### src/rtl/uart_tx_buffered.sv
`default_nettype none
// ============================================================================
// Module   : uart_tx_buffered
// Purpose  : Buffered UART transmitter. A producer pushes words into an
//            internal FIFO. A bit-timing FSM drains the FIFO and serialises
//            each word as a frame made of one start bit (low), PAYLOAD_BITS
//            data bits sent LSB first, and one stop bit (high).
// Revision : 1.0 - initial release
// ----------------------------------------------------------------------------
// Ports:
//   clk        in   1             system clock, rising edge
//   reset      in   1             asynchronous reset, active low
//   write_en   in   1             push request
//   write_data in   PAYLOAD_BITS  word to push (sampled on an accepted push)
//   full       out  1             FIFO holds BUFFER_SIZE entries (registered)
//   empty      out  1             FIFO holds no entries (registered)
//   overflow   out  1             one-cycle pulse after a push into a full FIFO
//   busy       out  1             a frame is in progress
//   tx         out  1             serial line, idle high (registered)
// ============================================================================
module uart_tx_buffered #(
  parameter int CLK_FREQ     = 50000000,
  parameter int BIT_RATE     = 115200,
  parameter int PAYLOAD_BITS = 8,
  parameter int BUFFER_SIZE  = 8
) (
  input  logic                    clk,
  input  logic                    reset,
  input  logic                    write_en,
  input  logic [PAYLOAD_BITS-1:0] write_data,
  output logic                    full,
  output logic                    empty,
  output logic                    overflow,
  output logic                    busy,
  output logic                    tx
);

  // --------------------------------------------------------------------------
  // Derived constants
  // --------------------------------------------------------------------------
  localparam int CYCLES_PER_BIT = CLK_FREQ / BIT_RATE;
  localparam int CYC_W          = $clog2(CYCLES_PER_BIT);
  localparam int PTR_W          = $clog2(BUFFER_SIZE);
  localparam int CNT_W          = PTR_W + 1;
  localparam int BIT_W          = (PAYLOAD_BITS > 1) ? $clog2(PAYLOAD_BITS) : 1;

  localparam logic [CYC_W-1:0] CYC_LAST = CYC_W'(CYCLES_PER_BIT - 1);
  localparam logic [BIT_W-1:0] BIT_LAST = BIT_W'(PAYLOAD_BITS - 1);
  localparam logic [CNT_W-1:0] CNT_FULL = CNT_W'(BUFFER_SIZE);

  typedef enum logic [1:0] {
    ST_IDLE  = 2'd0,
    ST_START = 2'd1,
    ST_DATA  = 2'd2,
    ST_STOP  = 2'd3
  } state_t;

  // --------------------------------------------------------------------------
  // FIFO storage and bookkeeping
  // --------------------------------------------------------------------------
  logic [PAYLOAD_BITS-1:0] mem_q [BUFFER_SIZE];
  logic [PAYLOAD_BITS-1:0] mem_d [BUFFER_SIZE];
  logic [PTR_W-1:0]        wr_ptr_q, wr_ptr_d;
  logic [PTR_W-1:0]        rd_ptr_q, rd_ptr_d;
  logic [CNT_W-1:0]        count_q,  count_d;
  logic                    full_q,   full_d;
  logic                    empty_q,  empty_d;
  logic                    overflow_q, overflow_d;

  logic                    push;
  logic                    pop;
  logic [PAYLOAD_BITS-1:0] head_word;

  // --------------------------------------------------------------------------
  // Transmit FSM state
  // --------------------------------------------------------------------------
  state_t                  state_q, state_d;
  logic [CYC_W-1:0]        cyc_q,   cyc_d;
  logic [BIT_W-1:0]        bit_q,   bit_d;
  logic [PAYLOAD_BITS-1:0] shift_q, shift_d;
  logic                    tx_q,    tx_d;

  // A push is only accepted while the registered full flag is low. The pop
  // side never looks at the incoming word, so a word always spends at least
  // one cycle in storage before it can be transmitted.
  assign push      = write_en & ~full_q;
  assign head_word = mem_q[rd_ptr_q];

  always_comb begin
    mem_d      = mem_q;
    wr_ptr_d   = wr_ptr_q;
    rd_ptr_d   = rd_ptr_q;
    count_d    = count_q;

    if (push) begin
      mem_d[wr_ptr_q] = write_data;
      wr_ptr_d        = wr_ptr_q + PTR_W'(1);
    end

    if (pop) begin
      rd_ptr_d = rd_ptr_q + PTR_W'(1);
    end

    // Simultaneous push and pop leaves the occupancy unchanged.
    case ({push, pop})
      2'b10:   count_d = count_q + CNT_W'(1);
      2'b01:   count_d = count_q - CNT_W'(1);
      default: count_d = count_q;
    endcase

    // Flags are registered copies of the next occupancy so they line up
    // with the count they describe.
    full_d     = (count_d == CNT_FULL);
    empty_d    = (count_d == '0);
    overflow_d = write_en & full_q;
  end

  // --------------------------------------------------------------------------
  // FSM next-state and output logic
  // --------------------------------------------------------------------------
  always_comb begin
    state_d = state_q;
    cyc_d   = cyc_q;
    bit_d   = bit_q;
    shift_d = shift_q;
    tx_d    = tx_q;
    pop     = 1'b0;

    case (state_q)
      ST_IDLE: begin
        tx_d = 1'b1;
        if (!empty_q) begin
          pop     = 1'b1;
          shift_d = head_word;
          cyc_d   = '0;
          bit_d   = '0;
          tx_d    = 1'b0;
          state_d = ST_START;
        end
      end

      ST_START: begin
        if (cyc_q == CYC_LAST) begin
          cyc_d   = '0;
          bit_d   = '0;
          tx_d    = shift_q[0];
          state_d = ST_DATA;
        end else begin
          cyc_d = cyc_q + CYC_W'(1);
        end
      end

      ST_DATA: begin
        if (cyc_q == CYC_LAST) begin
          cyc_d = '0;
          if (bit_q == BIT_LAST) begin
            tx_d    = 1'b1;
            state_d = ST_STOP;
          end else begin
            shift_d = shift_q >> 1;
            bit_d   = bit_q + BIT_W'(1);
            tx_d    = shift_d[0];
          end
        end else begin
          cyc_d = cyc_q + CYC_W'(1);
        end
      end

      ST_STOP: begin
        if (cyc_q == CYC_LAST) begin
          cyc_d = '0;
          bit_d = '0;
          // Chain straight into the next start bit when more data is
          // waiting, so back-to-back frames carry no idle gap.
          if (!empty_q) begin
            pop     = 1'b1;
            shift_d = head_word;
            tx_d    = 1'b0;
            state_d = ST_START;
          end else begin
            tx_d    = 1'b1;
            state_d = ST_IDLE;
          end
        end else begin
          cyc_d = cyc_q + CYC_W'(1);
        end
      end

      default: begin
        tx_d    = 1'b1;
        cyc_d   = '0;
        bit_d   = '0;
        state_d = ST_IDLE;
      end
    endcase
  end

  // --------------------------------------------------------------------------
  // Registers
  // --------------------------------------------------------------------------
  // Storage is not reset: clearing the pointers and count is enough to make
  // any stale contents unreachable.
  always_ff @(posedge clk) begin
    mem_q <= mem_d;
  end

  always_ff @(posedge clk or negedge reset) begin
    if (!reset) begin
      wr_ptr_q   <= '0;
      rd_ptr_q   <= '0;
      count_q    <= '0;
      full_q     <= 1'b0;
      empty_q    <= 1'b1;
      overflow_q <= 1'b0;
      state_q    <= ST_IDLE;
      cyc_q      <= '0;
      bit_q      <= '0;
      shift_q    <= '0;
      tx_q       <= 1'b1;
    end else begin
      wr_ptr_q   <= wr_ptr_d;
      rd_ptr_q   <= rd_ptr_d;
      count_q    <= count_d;
      full_q     <= full_d;
      empty_q    <= empty_d;
      overflow_q <= overflow_d;
      state_q    <= state_d;
      cyc_q      <= cyc_d;
      bit_q      <= bit_d;
      shift_q    <= shift_d;
      tx_q       <= tx_d;
    end
  end

  // --------------------------------------------------------------------------
  // Outputs
  // --------------------------------------------------------------------------
  assign tx       = tx_q;
  assign full     = full_q;
  assign empty    = empty_q;
  assign overflow = overflow_q;
  assign busy     = (state_q != ST_IDLE);

endmodule
`default_nettype wire
### config.mk
export PLATFORM = sky130hd
export DESIGN_NAME = uart_tx_buffered
export DESIGN_NICKNAME = d
export VERILOG_FILES = /design/src/rtl/uart_tx_buffered.sv
export SDC_FILE = /design/constraint.sdc
export NUM_CORES = 1
export LEC_CHECK = 0
export CAP_MARGIN = 20
export CORE_AREA = 2 2 104 86
export CTS_CLUSTER_DIAMETER = 150
export DETAILED_ROUTE_END_ITERATION = 10
export DIE_AREA = 0 0 106 88
export GPL_TIMING_DRIVEN = 0
export PLACE_DENSITY = 0.75
export SLEW_MARGIN = 20
export SYNTH_ARGS = -nofsm -noshare
export SYNTH_HDL_FRONTEND = slang
export SYNTH_SLANG_ARGS = --single-unit
### constraint.sdc
create_clock -name clk -period 2.7 [get_ports clk]
set_input_delay 0.675 -clock clk [delete_from_list [all_inputs] [get_ports clk]]
set_output_delay 0.675 -clock clk [all_outputs]
set_load 0.01 [all_outputs]
==> flow_metrics.env, run 1 <==
export IMPL_worstPathArrival_ps=2840
export IMPL_areaGrowthSynthToFinish_pct=13.6
export IMPL_synth_flop_cell="edfxtp_1"
export IMPL_cts_path_max_buffers=2
export IMPL_critPathMaxFanout=8
export IMPL_slew_limit_headroom_pct=44.3
export IMPL_drc=0
export IMPL_status="completed"
export IMPL_cp_start_kind="input port"
export IMPL_core_um2=8300
export IMPL_die_w_um=106
export IMPL_post_synth_top_count_cell="edfxtp_1"
export IMPL_syn_num_nets=332
export IMPL_antenna_found_initial=0
export IMPL_grt_ovfl_total=0
export IMPL_clock_root_buffer="clkbuf_8"
export IMPL_r2r_start="state_q[0]"
export IMPL_fin_setup_tns_ps=0
export IMPL_crit_start="write_en"
export IMPL_vias_per_cell=5.80
export IMPL_synth_area_leaders="edfxtp_1 (43%), dfrtp_1 (19%), mux4_2 (8.1%)"
export IMPL_drt_antenna_violating_nets=0
export IMPL_synth_top_area_share_pct=43.0
export IMPL_hp_class="in2async"
export IMPL_core_rowCount=30
export IMPL_cts_tree="done"
export IMPL_track_usage_pct=19.0
export IMPL_reg2reg_depth=10
export IMPL_htreeDepth=3
export IMPL_crit_path_end_kind="flop"
export IMPL_grt_pass1_wl_um=13300
export IMPL_grt_pass1_vias=2493
export IMPL_gp_congestion=0.848
export IMPL_peakVddDrop_mv=0.505
export IMPL_ios=16
export IMPL_synth_edff_count=64
export IMPL_multiInputGateArea_um2=1660
export IMPL_grt_max_degree=22
export IMPL_slew_viol_final=0
export IMPL_synthesis_area_um2=4470
export IMPL_setup_viol=0
export IMPL_synth_top_cell_by_area="edfxtp_1"
export IMPL_period_share_pct=93.3
export IMPL_dieArea_um2=9330
export IMPL_clk_pin_slew_ps=110
export IMPL_antenna_cells=0
export IMPL_cts_buffers=9
export IMPL_drive_above_1_share_pct=20.5
export IMPL_synth_cell_types=55
export IMPL_synth_common_cells="edfxtp_1 (64), dfrtp_1 (34), nand2_1 (31)"
export IMPL_async_reset_ff_share_pct=36.0
export IMPL_holdBufCountCts=0
export IMPL_crit_type="in2reg"
export IMPL_drtPass1Iterations=5
export IMPL_r2r_end="count_q[2]"
export IMPL_hold_viol_final=0
export IMPL_clk_insertion_delay_late_ps=380
export IMPL_clock_fmax_mhz=397
export IMPL_finalClockSkew_ps=13.3
export IMPL_ys_ff_latch=100
export IMPL_period_needed_ps=2520
export IMPL_power_per_cell_area_nw_per_um2=1080
export IMPL_routedWlPerCell_um=17.9
export IMPL_io_buffers=15
export IMPL_p_total_mw=5.49
export IMPL_die_y_um=88
export IMPL_clock_sinks=100
export IMPL_n_fill_cell=606
export IMPL_leakage_nw=1.85
export IMPL_cap_violations=0
export IMPL_start_util_pct=53.9
export IMPL_seq_area_frac_synth_pct=63.2
export IMPL_worstPathRequired_ps=3020
export IMPL_holdWs_ps=217
export IMPL_yosysWarnings=0
export IMPL_syn_inst=308
export IMPL_vias=2628
export IMPL_wl_met1_um=3720
export IMPL_drt_total_wl_um=8090
export IMPL_reg2reg_slack_ps=210
export IMPL_regArea_um2=2830
export IMPL_wl_met3_um=447
export IMPL_drt_iter0_markers=103
export IMPL_wl_met2_um=3840
export IMPL_hpwl_um=5570
export IMPL_route_top_layer_used="met4"
export IMPL_tightest_slew_ps=832
export IMPL_nets=360
export IMPL_avgSynthCellArea_um2=14.5
worst max-delay path by stage:
stage	to	slack (ps)
after global routing	full	-10
after CTS	full	10
after detailed placement	empty	-610
after floorplan	full	160
final	full	180
after global placement	mem_q[61]	-860
layout by cell type, fill, tap and decap left out, types with 5 or more instances in the layout:
master,synthesis,routed
clkbuf_8,0,9
clkdlybuf4s50_1,0,14
dfrtp_1,34,34
edfxtp_1,64,64
ha_1,13,11
inv_1,5,5
mux2_2,10,10
mux2i_1,8,8
mux4_2,16,16
nand2_1,31,31
nor2_1,13,13
nor3_1,11,5
nor3_2,1,6
o21ai_0,17,16
o21ai_1,8,9
xnor2_1,6,6
cell families (layout without fill, tap and decap cells):
logic type / Yosys count / in the layout / share of synthesized area (%)
mux: 36 / 36 / 13.0
simple gates: 88 / 88 / 10.5
buf+inv: 15 / 48 / 1.62
fa+ha+maj: 13 / 13 / 3.64
compound gates: 47 / 47 / 6.30
flops: 100 / 100 / 63.2
xor+xnor: 9 / 9 / 1.76
final cells by class:
type                    count  share of cell area, %
plain buffers               8                  0.912
clock buffers               9                   2.44
clock inverters             7                   1.43
inverters                   6                  0.468
multi-input cells         193                   32.7
flip-flops and latches    100                   55.6
well taps                 112                   2.76
repair buffers             18                   3.70
routing by layer:
metal / vias up / GRT usage [%]
met4: 0 / 5.50
met5: - / 0
met1: 1308 / 27.4
met3: 10 / 5.13
li1: 1235 / -
met2: 75 / 29.1
registers in the layout (all words and copies together), names as in the netlist:
register and count:
rd_ptr_q 3, overflow 1, bit_q 3, full 1, mem_q 64, shift_q 8
tx 1, cyc_q 9, state_q 2, count_q 4, wr_ptr_q 3, empty 1
timing repair:
item / CTS / global route
pin swaps: 2 / 1
gates resized for setup: 7 / 6
endpoints found under the setup margin: 3 / 4
setup buffers: 1 / 0
stage by stage:
step	setup WS, ps	utilization (%)	instance area, um^2	cells
5_1_grt	-11.2	61.2	5080	453
6_report	181	61.2	5080	453
4_1_cts	13.7	60.9	5050	453
2_1_floorplan	157	-	4470	308
3_3_place_gp	-864	57.4	4760	435
3_5_place_dp	-610	58.1	4820	437
power breakdown:
| group | switching [mW] | internal [mW] |
|---|---|---|
| clock | 0.571 | 0.365 |
| combinational | 1.18 | 1.11 |
| sequential | 0.262 | 2.00 |
worst max-delay path: stages:
cell and delay (ps):
clkdlybuf4s50_1 460, and2b_1 250, clkinv_2 220, ha_4 320, or3_1 330, nor3_1 140, nand3_1 110, o2111ai_2 120
nor3b_2 190
Note: power is estimated with default switching activity, not from simulation.
==> inputs of run 2 (changes only) <==
Settings changed: GPL_ROUTABILITY_DRIVEN from default to 0, RECOVER_POWER from default to 50.
==> run 2 against run 1 <==
Against the previous run:
- cell area down 0.49%
- total power down 0.12%
- critical path type unchanged
- hold slack improved by 160 ps
- die area stayed put
- critical path depth is the same
- highest routed layer unchanged
- flip-flop and latch count is the same
==> flow_metrics.env, run 2 (synthesis gave the netlist of run 1 again) <==
export IMPL_status="completed"
export IMPL_reg2reg_depth=10
export IMPL_slowest_stage="clkdlybuf4s50_1"
export IMPL_antenna_cells=0
export IMPL_setup_ws_ps=186
export IMPL_critPathTopFamily="simple AND/OR/NAND/NOR gates"
export IMPL_cts_buffers=9
export IMPL_final_cell_mix="edfxtp_1 (64), dfrtp_1 (34), nand2_1 (31), o21ai_0 (16), mux4_2 (16)"
export IMPL_final_common_cell="edfxtp_1"
export IMPL_antenna_found_initial=0
export IMPL_p_total_mw=5.48
export IMPL_clk_pin_slew_ps=110
export IMPL_die_w_um=106
export IMPL_slew_limit_headroom_pct=23.9
export IMPL_clock_sinks=100
export IMPL_ios=16
export IMPL_power_per_cell_area_nw_per_um2=1080
export IMPL_areaGrowthSynthToFinish_pct=13.0
export IMPL_vias_per_cell=5.77
export IMPL_cts_path_max_buffers=2
export IMPL_io_buffers=15
export IMPL_nets=360
export IMPL_drc=0
export IMPL_hpwl_um=5570
export IMPL_crit_type="in2reg"
export IMPL_reg_top3="mem_q: 64 flops, cyc_q: 9 flops, shift_q: 8 flops"
export IMPL_worstPathCellList="clkdlybuf4s50_1 > and2b_1 > clkinv_2 > ha_4 > or3_1 > nor3_1 > nand3_1 > o2111ai_2 > nor3b_2"
export IMPL_clock_root_buffer="clkbuf_8"
export IMPL_hold_viol_final=0
export IMPL_dp_slack_ps=-610
export IMPL_grt_pass1_wl_um=13300
export IMPL_hp_class="in2async"
export IMPL_leakage_nw=1.84
export IMPL_clk_insertion_delay_late_ps=380
export IMPL_cp_num_buf_inv=2
export IMPL_period_share_pct=93.1
export IMPL_cap_violations=0
export IMPL_holdBufCountCts=0
export IMPL_finalClockSkew_ps=12.9
export IMPL_die_y_um=88
export IMPL_grt_max_degree=22
export IMPL_reg2reg_slack_ps=200
export IMPL_crit_end="full"
export IMPL_drt_antenna_violating_nets=0
export IMPL_cp_depth=9
export IMPL_drive_above_1_share_pct=19.9
export IMPL_drt_iter0_markers=102
export IMPL_dieArea_um2=9330
export IMPL_period_needed_ps=2510
export IMPL_htreeDepth=3
export IMPL_tightest_slew_ps=1140
export IMPL_r2r_end="count_q[2]"
export IMPL_cts_tree="done"
export IMPL_crit_path_end_kind="flop"
export IMPL_core_rowCount=30
export IMPL_crit_start="write_en"
export IMPL_track_usage_pct=19.0
export IMPL_drtPass1Iterations=4
export IMPL_clock_fmax_mhz=398
export IMPL_peakVddDrop_mv=0.504
export IMPL_n_fill_cell=607
export IMPL_core_um2=8300
export IMPL_setup_viol=0
export IMPL_critPathMaxFanout=8
export IMPL_top_register="mem_q"
export IMPL_slew_viol_final=0
export IMPL_cp_start_kind="input port"
export IMPL_start_util_pct=53.9
export IMPL_holdWs_ps=376
export IMPL_max_stage_delay_ps=460
export IMPL_vias=2614
export IMPL_worstPathArrival_ps=2830
export IMPL_drt_total_wl_um=8100
export IMPL_r2r_start="state_q[0]"
export IMPL_grt_ovfl_total=0
export IMPL_grt_pass1_vias=2493
export IMPL_routedWlPerCell_um=17.9
export IMPL_worstPathRequired_ps=3020
export IMPL_largest_register_ffs=64
-- run 2: how the worst min path moves through the flow --
stage | from | endpoint | slack (ps) | cells after the start
after floorplan | reset | bit_q[0] | 380 | 0
after global placement | bit_q[1] | bit_q[1] | 470 | 1
after detailed placement | bit_q[1] | bit_q[1] | 480 | 1
after CTS | reset | rd_ptr_q[2] | 220 | 1
after global routing | reset | cyc_q[7] | 450 | 1
final | reset | cyc_q[7] | 380 | 1
-- run 2: area by class of cell --
class                   instances  area, um^2  share of cell area, %
clock inverters                 7        72.6                   1.44
plain buffers                   8        46.3                  0.916
flip-flops and latches        100        2830                   55.9
clock buffers                   9         124                   2.45
well taps                     112         140                   2.77
inverters                       6        23.8                  0.470
multi-input cells             193        1660                   32.8
repair buffers                 18         163                   3.22
-- run 2: metrics by stage --
step / utilization, % / setup TNS, ps / cells / cell area [um^2]
5_1_grt: 60.9 / -11.2 / 453 / 5050
3_5_place_dp: 58.1 / -3690 / 437 / 4820
4_1_cts: 60.9 / 0 / 453 / 5050
6_report: 60.9 / 0 / 453 / 5050
3_3_place_gp: 57.4 / -18990 / 435 / 4760
2_1_floorplan: - / 0 / 308 / 4470
-- run 2: what timing repair did --
action | in CTS | in global routing
cloned | 0 | 0
resized for setup | 7 | 6
buffers inserted | 1 | 0
pin swaps | 2 | 1
setup endpoints to repair | 3 | 4
-- run 2: power breakdown --
part           internal [mW]  switching [mW]
Sequential              2.00           0.262
Combinational           1.10            1.18
Clock                  0.365           0.570
Total                   3.47            2.01
-- run 2: metal layers --
| metal | global-route usage, % | routed length, um | up-vias |
|---|---|---|---|
| met4 | 5.50 | 77 | 0 |
| met1 | 27.4 | 3750 | 1298 |
| met5 | 0 | 0 | - |
| met3 | 5.13 | 458 | 10 |
| met2 | 29.1 | 3820 | 74 |
| li1 | - | - | 1232 |
